File: config.mk
export PLATFORM = sky130hd
export DESIGN_NAME = fmrv32im_axi_uart_tx
export DESIGN_NICKNAME = d
export VERILOG_FILES = /design/src/rtl/fmrv32im_axi_uart_tx.sv
export SDC_FILE = /design/constraint.sdc
export NUM_CORES = 1
export LEC_CHECK = 0
export ABC_AREA = 1
export BUFFER_PORTS_ARGS = -buffer_cell sky130_fd_sc_hd__buf_4
export CAP_MARGIN = 5
export CORE_MARGIN = 1
export CORE_UTILIZATION = 55
export DETAILED_ROUTE_END_ITERATION = 10
export PLACE_DENSITY = 0.78
export SLEW_MARGIN = 20
export SYNTH_ARGS = -nofsm -noshare
export SYNTH_HDL_FRONTEND = slang
export SYNTH_SLANG_ARGS = --single-unit
File: constraint.sdc
create_clock -name CLK -period 4.64 [get_ports CLK]
set_clock_uncertainty 0.05 [all_clocks]
set_input_delay 1.16 -clock CLK [delete_from_list [all_inputs] [get_ports CLK]]
set_output_delay 1.16 -clock CLK [all_outputs]
set_load 0.05 [all_outputs]
File: src/rtl/fmrv32im_axi_uart_tx.sv
// AXI4-Lite UART transmitter: byte FIFO fed over the bus, drained as 8N1 frames on UART_TXD.
// Registers: TXDATA (push), STATUS (busy/full/empty/ovf/count), BAUD_DIV (clocks per bit).
module fmrv32im_axi_uart_tx #(
  parameter int FIFO_DEPTH  = 16,
  parameter int DEFAULT_DIV = 417
) (
  input  logic        CLK,
  input  logic        RST_N,
  input  logic [15:0] S_AXI_AWADDR,
  input  logic [3:0]  S_AXI_AWCACHE,
  input  logic [2:0]  S_AXI_AWPROT,
  input  logic        S_AXI_AWVALID,
  output logic        S_AXI_AWREADY,
  input  logic [31:0] S_AXI_WDATA,
  input  logic [3:0]  S_AXI_WSTRB,
  input  logic        S_AXI_WVALID,
  output logic        S_AXI_WREADY,
  output logic [1:0]  S_AXI_BRESP,
  output logic        S_AXI_BVALID,
  input  logic        S_AXI_BREADY,
  input  logic [15:0] S_AXI_ARADDR,
  input  logic [3:0]  S_AXI_ARCACHE,
  input  logic [2:0]  S_AXI_ARPROT,
  input  logic        S_AXI_ARVALID,
  output logic        S_AXI_ARREADY,
  output logic [31:0] S_AXI_RDATA,
  output logic [1:0]  S_AXI_RRESP,
  output logic        S_AXI_RVALID,
  input  logic        S_AXI_RREADY,
  output logic        UART_TXD
);

  // state | meaning
  // IDLE  | line high, waiting for a byte in the FIFO
  // START | start bit (0) for div clocks
  // DATA  | 8 data bits LSB first, div clocks each
  // STOP  | stop bit (1) for div clocks, then next byte or IDLE
  typedef enum logic [1:0] {IDLE, START, DATA, STOP} state_t;

  localparam int            AW       = $clog2(FIFO_DEPTH);
  localparam logic [AW:0]   FULL_CNT = (AW+1)'(FIFO_DEPTH);

  logic        awready, bvalid, arready, rvalid;
  logic [31:0] rdata, rd_mux, status;
  logic        wr_fire, rd_fire, push_req, push, pop;
  logic [15:0] baud, div_eff;
  logic        ovf;

  logic [7:0]  mem [FIFO_DEPTH];
  logic [AW-1:0] wr_ptr, rd_ptr;
  logic [AW:0] count;
  logic [8:0]  count_ext;
  logic        full, empty;

  state_t      state, state_d;
  logic [7:0]  shift, shift_d;
  logic [15:0] div_q, div_d, cnt, cnt_d;
  logic [2:0]  idx, idx_d;
  logic        txd, txd_d, tc;

  logic        unused_bits;
  assign unused_bits = ^{S_AXI_AWCACHE, S_AXI_AWPROT, S_AXI_ARCACHE, S_AXI_ARPROT,
                         S_AXI_AWADDR[15:4], S_AXI_AWADDR[1:0], S_AXI_ARADDR[15:4],
                         S_AXI_ARADDR[1:0], S_AXI_WDATA[31:16], S_AXI_WSTRB[3:2]};

  assign S_AXI_AWREADY = awready;
  assign S_AXI_WREADY  = awready;
  assign S_AXI_BVALID  = bvalid;
  assign S_AXI_BRESP   = 2'b00;
  assign S_AXI_ARREADY = arready;
  assign S_AXI_RVALID  = rvalid;
  assign S_AXI_RDATA   = rdata;
  assign S_AXI_RRESP   = 2'b00;
  assign UART_TXD      = txd;

  assign wr_fire  = awready & S_AXI_AWVALID & S_AXI_WVALID;
  assign rd_fire  = arready & S_AXI_ARVALID;
  assign push_req = wr_fire && (S_AXI_AWADDR[3:2] == 2'd0) && S_AXI_WSTRB[0];
  assign push     = push_req && !full;
  assign full     = (count == FULL_CNT);
  assign empty    = (count == '0);
  assign count_ext = 9'(count);
  assign status   = {19'b0, count_ext, ovf, empty, full, (state != IDLE)};
  assign div_eff  = (baud == 16'd0) ? 16'd1 : baud;

  always_comb begin
    case (S_AXI_ARADDR[3:2])
      2'd1:    rd_mux = status;
      2'd2:    rd_mux = {16'b0, baud};
      default: rd_mux = 32'b0;
    endcase
  end

  always_ff @(posedge CLK or negedge RST_N) begin
    if (!RST_N) begin
      awready <= 1'b0;
      bvalid  <= 1'b0;
      arready <= 1'b0;
      rvalid  <= 1'b0;
      rdata   <= 32'b0;
    end else begin
      awready <= !awready && !bvalid && S_AXI_AWVALID && S_AXI_WVALID;
      if (wr_fire)           bvalid <= 1'b1;
      else if (S_AXI_BREADY) bvalid <= 1'b0;
      arready <= !arready && !rvalid && S_AXI_ARVALID;
      if (rd_fire) begin
        rdata  <= rd_mux;
        rvalid <= 1'b1;
      end else if (S_AXI_RREADY) begin
        rvalid <= 1'b0;
      end
    end
  end

  always_ff @(posedge CLK or negedge RST_N) begin
    if (!RST_N) begin
      baud <= 16'(DEFAULT_DIV);
      ovf  <= 1'b0;
    end else begin
      if (wr_fire && S_AXI_AWADDR[3:2] == 2'd2) begin
        if (S_AXI_WSTRB[0]) baud[7:0]  <= S_AXI_WDATA[7:0];
        if (S_AXI_WSTRB[1]) baud[15:8] <= S_AXI_WDATA[15:8];
      end
      if (push_req && full)
        ovf <= 1'b1;
      else if (wr_fire && S_AXI_AWADDR[3:2] == 2'd1 && S_AXI_WSTRB[0] && S_AXI_WDATA[3])
        ovf <= 1'b0;
    end
  end

  // Storage needs no reset; emptiness is carried entirely by the pointers/count.
  always_ff @(posedge CLK) begin
    if (push) mem[wr_ptr] <= S_AXI_WDATA[7:0];
  end

  always_ff @(posedge CLK or negedge RST_N) begin
    if (!RST_N) begin
      wr_ptr <= '0;
      rd_ptr <= '0;
      count  <= '0;
    end else begin
      if (push) wr_ptr <= wr_ptr + AW'(1);
      if (pop)  rd_ptr <= rd_ptr + AW'(1);
      case ({push, pop})
        2'b10:   count <= count + (AW+1)'(1);
        2'b01:   count <= count - (AW+1)'(1);
        default: count <= count;
      endcase
    end
  end

  assign tc = (cnt == div_q - 16'd1);

  always_comb begin
    state_d = state;
    shift_d = shift;
    div_d   = div_q;
    cnt_d   = cnt;
    idx_d   = idx;
    pop     = 1'b0;
    case (state)
      IDLE: if (!empty) begin
        pop     = 1'b1;
        shift_d = mem[rd_ptr];
        div_d   = div_eff;
        cnt_d   = 16'd0;
        state_d = START;
      end
      START: if (tc) begin
        cnt_d   = 16'd0;
        idx_d   = 3'd0;
        state_d = DATA;
      end else cnt_d = cnt + 16'd1;
      DATA: if (tc) begin
        cnt_d   = 16'd0;
        shift_d = {1'b0, shift[7:1]};
        idx_d   = idx + 3'd1;
        if (idx == 3'd7) state_d = STOP;
      end else cnt_d = cnt + 16'd1;
      STOP: if (tc) begin
        cnt_d = 16'd0;
        // Back-to-back frames: reload straight into START with no idle bit.
        if (!empty) begin
          pop     = 1'b1;
          shift_d = mem[rd_ptr];
          div_d   = div_eff;
          state_d = START;
        end else state_d = IDLE;
      end else cnt_d = cnt + 16'd1;
      default: state_d = IDLE;
    endcase
    case (state_d)
      START:   txd_d = 1'b0;
      DATA:    txd_d = shift_d[0];
      default: txd_d = 1'b1;
    endcase
  end

  always_ff @(posedge CLK or negedge RST_N) begin
    if (!RST_N) begin
      state <= IDLE;
      shift <= 8'd0;
      div_q <= 16'd1;
      cnt   <= 16'd0;
      idx   <= 3'd0;
      txd   <= 1'b1;
    end else begin
      state <= state_d;
      shift <= shift_d;
      div_q <= div_d;
      cnt   <= cnt_d;
      idx   <= idx_d;
      txd   <= txd_d;
    end
  end

endmodule

==> out/results.tsv <==
stage	metric	value	unit
status	status	finished, final reports clean	
sta	final setup vio count	0	
cts	CTS tree	yes	
setup_path	CP Capture Type	flip-flop	
finish	area grow syn2layout	13.8	%
sta	Fin. Hold Viols	0	
floorplan	Ports	131	
setup_path	Critical path buffers and inverters	1	
logic_synthesis	number of warnings issued by yosys	0	
cts	hold buffers post-CTS	0	
cts	H-Tree Depth	1	
drt	Post-Route WL	24600	µm
grt	largest net degree at the start of global routing	54	
placed_design	Detail Placement HPWL	16300	µm
finish	Ant. Diodes	0	
grt	first-pass GRT wire length	39200	µm
setup_path	CP max stage delay	0.54	ns
placed_design	I/O Buffers	50	
grt	GRT overflow	0	
setup_path	Worst path slowest cell	dfstp_2	
floorplan	effective utilization at floorplan	56.9	%
floorplan	Die Y	142	µm
pwr	Pwr per Cell Area	391	nW/µm²
setup_path	critical path cell sequence	inv_1 > ha_1 > nand2_2 > o21ai_0 > nand2_1 > nand2_1 > nor3_2 > nand4_2 > a21oi_4 > ha_1 > xor2_1 > ha_1 > a21oi_1 > o21ai_0 > a21oi_1 > o21ai_0 > xor2_1	
cts	root buffer cell	clkbuf_16	
cts	Clk pin slew, worst setup/hold paths	0.06	ns
sta	Slew Limit Fails	0	
sta	final worst path period need	3.87	ns
logic_synthesis	Primary FF master, synth	edfxtp_1	
cts	insertion delay to the later sink of the worst-skew pair	0.54	ns
finish	fraction of layout cells with a size suffix above 1	13.1	%
hold_path	Hold Path End	S_AXI_ARREADY	
hold_path	Hold Crit Depth	1	
logic_synthesis	#FFs+latches synth	224	
drt	WL per Instance	17.1	µm
drt	via count	8016	
grt	vias in the first global route	7735	
grt	initial antenna violation count	0	
setup_path	worst-case reg-to-reg path depth	17	
setup_path	Crit Path Class	flip-flop to flip-flop	
cts	CTS Buffer Depth	3	
floorplan	core area	19000	µm²
setup_path	R2R setup slack	0.77	ns
drt	DRT iter0 DRCs	639	
cts	Clock Sinks	224	
grt	GR Util All Layers	25.0	%
sta	Setup TNS Final	0	ns
sta	final period utilization	83.4	%
logic_synthesis	cell count after synthesis	1110	
cts	Post-CTS Setup Bufs	0	
logic_synthesis	syn_area_per_cell	9.72	µm²
drt	antenna viol nets, final	0	
sta	maximum clock rate	258	MHz
job	Max Cap Violations	0	
pwr	Static Leak	5.17	nW
drt	DRC Markers	0	
pwr	Worst VDD drop	0.348	mV
sta	setup ws final	0.770	ns
setup_path	crit path DAT	4.23	ns
finish	final net count	1271	
logic_synthesis	sequential share of the synthesized area	57.9	%
setup_path	Startpoint Class	flip-flop	
cts	post-cts sizing count	0	
logic_synthesis	ys async rst share	42.9	%
placed_design	Place WS	0.948	ns
drt	via/cell ratio	5.57	
setup_path	FF-to-FF Start	div_q[0]	
hold_path	Worst Hold Class	flip-flop to flip-flop	
setup_path	worst path required time	5.00	ns
floorplan	Die W	142	µm
floorplan	# rows	50	
setup_path	cell family with the largest share of critical-path delay	compound AO/OA/AOI/OAI gates	
setup_path	Worst path depth	17	
sta	Slew headroom	41.9	%
sta	RSZ-0062 raised after global routing	false	
placed_design	routability cong.	0.879	
setup_path	CP max FO	6	
setup_path	RR Endpoint	count[4]	
cts	Num CTS Buffers	24	
logic_synthesis	synth unique cells	48	
logic_synthesis	Post-synth EDFFs	128	
sta	worst-margin pin slew	0.868	ns
floorplan	Die ar.	20200	µm²
drt	DRT Pass-1 Iters	6	
logic_synthesis	Post-Syn Area	10800	µm²
hold_path	min-delay src	S_AXI_RVALID	
registers in the layout, summed over array words and instances (netlist names), 2 cells and up:
name,count
mem,128
S_AXI_RDATA,16
shift,8
idx,3
cnt,16
wr_ptr,4
baud,16
rd_ptr,4
state,2
div_q,16
count,5
worst max-delay path by stage:
stage,start,to,slack [ns]
finish,div_q[0],count[4],0.77
CTS,div_q[0],count[4],0.81
floorplan,S_AXI_WVALID,count[4],1.13
global placement,S_AXI_WVALID,count[4],0.98
global route,div_q[0],count[4],0.49
detailed placement,S_AXI_WVALID,count[4],0.95
metal layers:
metal | up-vias | part of all wire (%) | track usage [%]
li1 | 3810 | - | -
met1 | 3838 | 42 | 33.1
met2 | 296 | 48 | 41.6
met3 | 72 | 6.6 | 3.94
met4 | 0 | 3.3 | 9.39
met5 | - | 0 | 0
Yosys cell counts (2+ instances only):
cell type / number / share of area (%)
nor2_2: 8 / 0.46
clkbuf_1: 25 / 0.87
nor2_1: 131 / 4.6
a22oi_1: 3 / 0.21
edfxtp_1: 128 / 36
o21ai_2: 9 / 0.73
inv_1: 106 / 3.7
o31ai_1: 8 / 0.56
nand3b_1: 2 / 0.14
buf_2: 2 / 0.093
dfstp_2: 6 / 1.5
buf_4: 22 / 1.5
a21oi_1: 50 / 2.3
o21ai_0: 117 / 5.4
xor2_1: 26 / 2.1
clkinv_1: 2 / 0.070
nor3_1: 19 / 0.88
a32o_1: 2 / 0.19
dfrtp_1: 90 / 21
nand4_1: 14 / 0.81
a21oi_4: 2 / 0.30
nand3_1: 35 / 1.6
o21ai_1: 3 / 0.14
o22ai_1: 27 / 1.6
inv_2: 6 / 0.21
nand3_2: 2 / 0.19
nand2_1: 189 / 6.6
ha_1: 20 / 2.3
nand2_2: 6 / 0.35
mux2i_1: 12 / 1.1
xnor2_1: 7 / 0.57
nor2_4: 5 / 0.52
nor4_1: 4 / 0.23
nand2_4: 2 / 0.21
nor3_2: 2 / 0.19
or2_2: 6 / 0.35
kinds of logic after synthesis:
logic type               count (synthesis)  synth area share [%]
AND/OR/NAND/NOR                        429                  17.5
AO/OA/AOI/OAI                          225                  11.7
flip-flops                             224                  57.9
buffers and inverters                  166                  6.66
XOR/XNOR                                33                  2.68
adder cells (fa/ha/maj)                 20                  2.32
multiplexers                            12                  1.11
other                                    1                0.0347
cells in the final DEF, fill, tap and decap left out, types with 4 or more instances in the layout:
master,synthesis,layout
nor2_1,131,131
or2_2,6,6
nor2_4,5,5
nand3_1,35,35
nand4_1,14,14
nand2_2,6,6
bufinv_16,0,8
nor3_1,19,19
clkbuf_16,0,24
edfxtp_1,128,128
xor2_1,26,26
nand2_1,189,189
inv_2,6,6
o21ai_0,117,117
buf_4,22,58
conb_1,1,20
xnor2_1,7,7
dfrtp_1,90,89
inv_1,106,106
dfstp_2,6,6
o31ai_1,8,8
o22ai_1,27,27
clkbuf_1,25,4
nor4_1,4,4
nor2_2,8,8
mux2i_1,12,12
a21oi_1,50,50
o21ai_2,9,9
ha_1,20,20
where the power goes:
group          total (mW)  internal, mW  leakage [nW]  switching [mW]
Clock                2.21          1.41         0.439           0.804
Combinational       0.377        0.0968          2.48           0.280
Sequential           2.21          2.17          2.26          0.0409
Total                4.80          3.67          5.17            1.13
area by class of cell:
cell class	instances	area, µm²
inverter	115	434
clock buffer	28	616
fill	1453	6680
sequential	224	6250
multi-input combinational	739	3890
tap	260	325
timing repair buffer	58	435
clock inverter	16	319
per-stage QoR:
step / util, % / cell area [µm²] / std cells / power (mW) / hold slack, ns
after global placement: 59.8 / 11300 / 1396 / 2.61 / 0.396
final: 64.8 / 12300 / 1440 / 4.80 / 0.403
after floorplan: - / 10900 / 1129 / 2.49 / 0.403
after detailed placement: 59.8 / 11300 / 1396 / 2.62 / 0.398
after CTS: 64.8 / 12300 / 1440 / 4.81 / 0.403
after global routing: 64.8 / 12300 / 1440 / 4.93 / 0.416
Note: power is estimated with default switching activity, not from simulation.
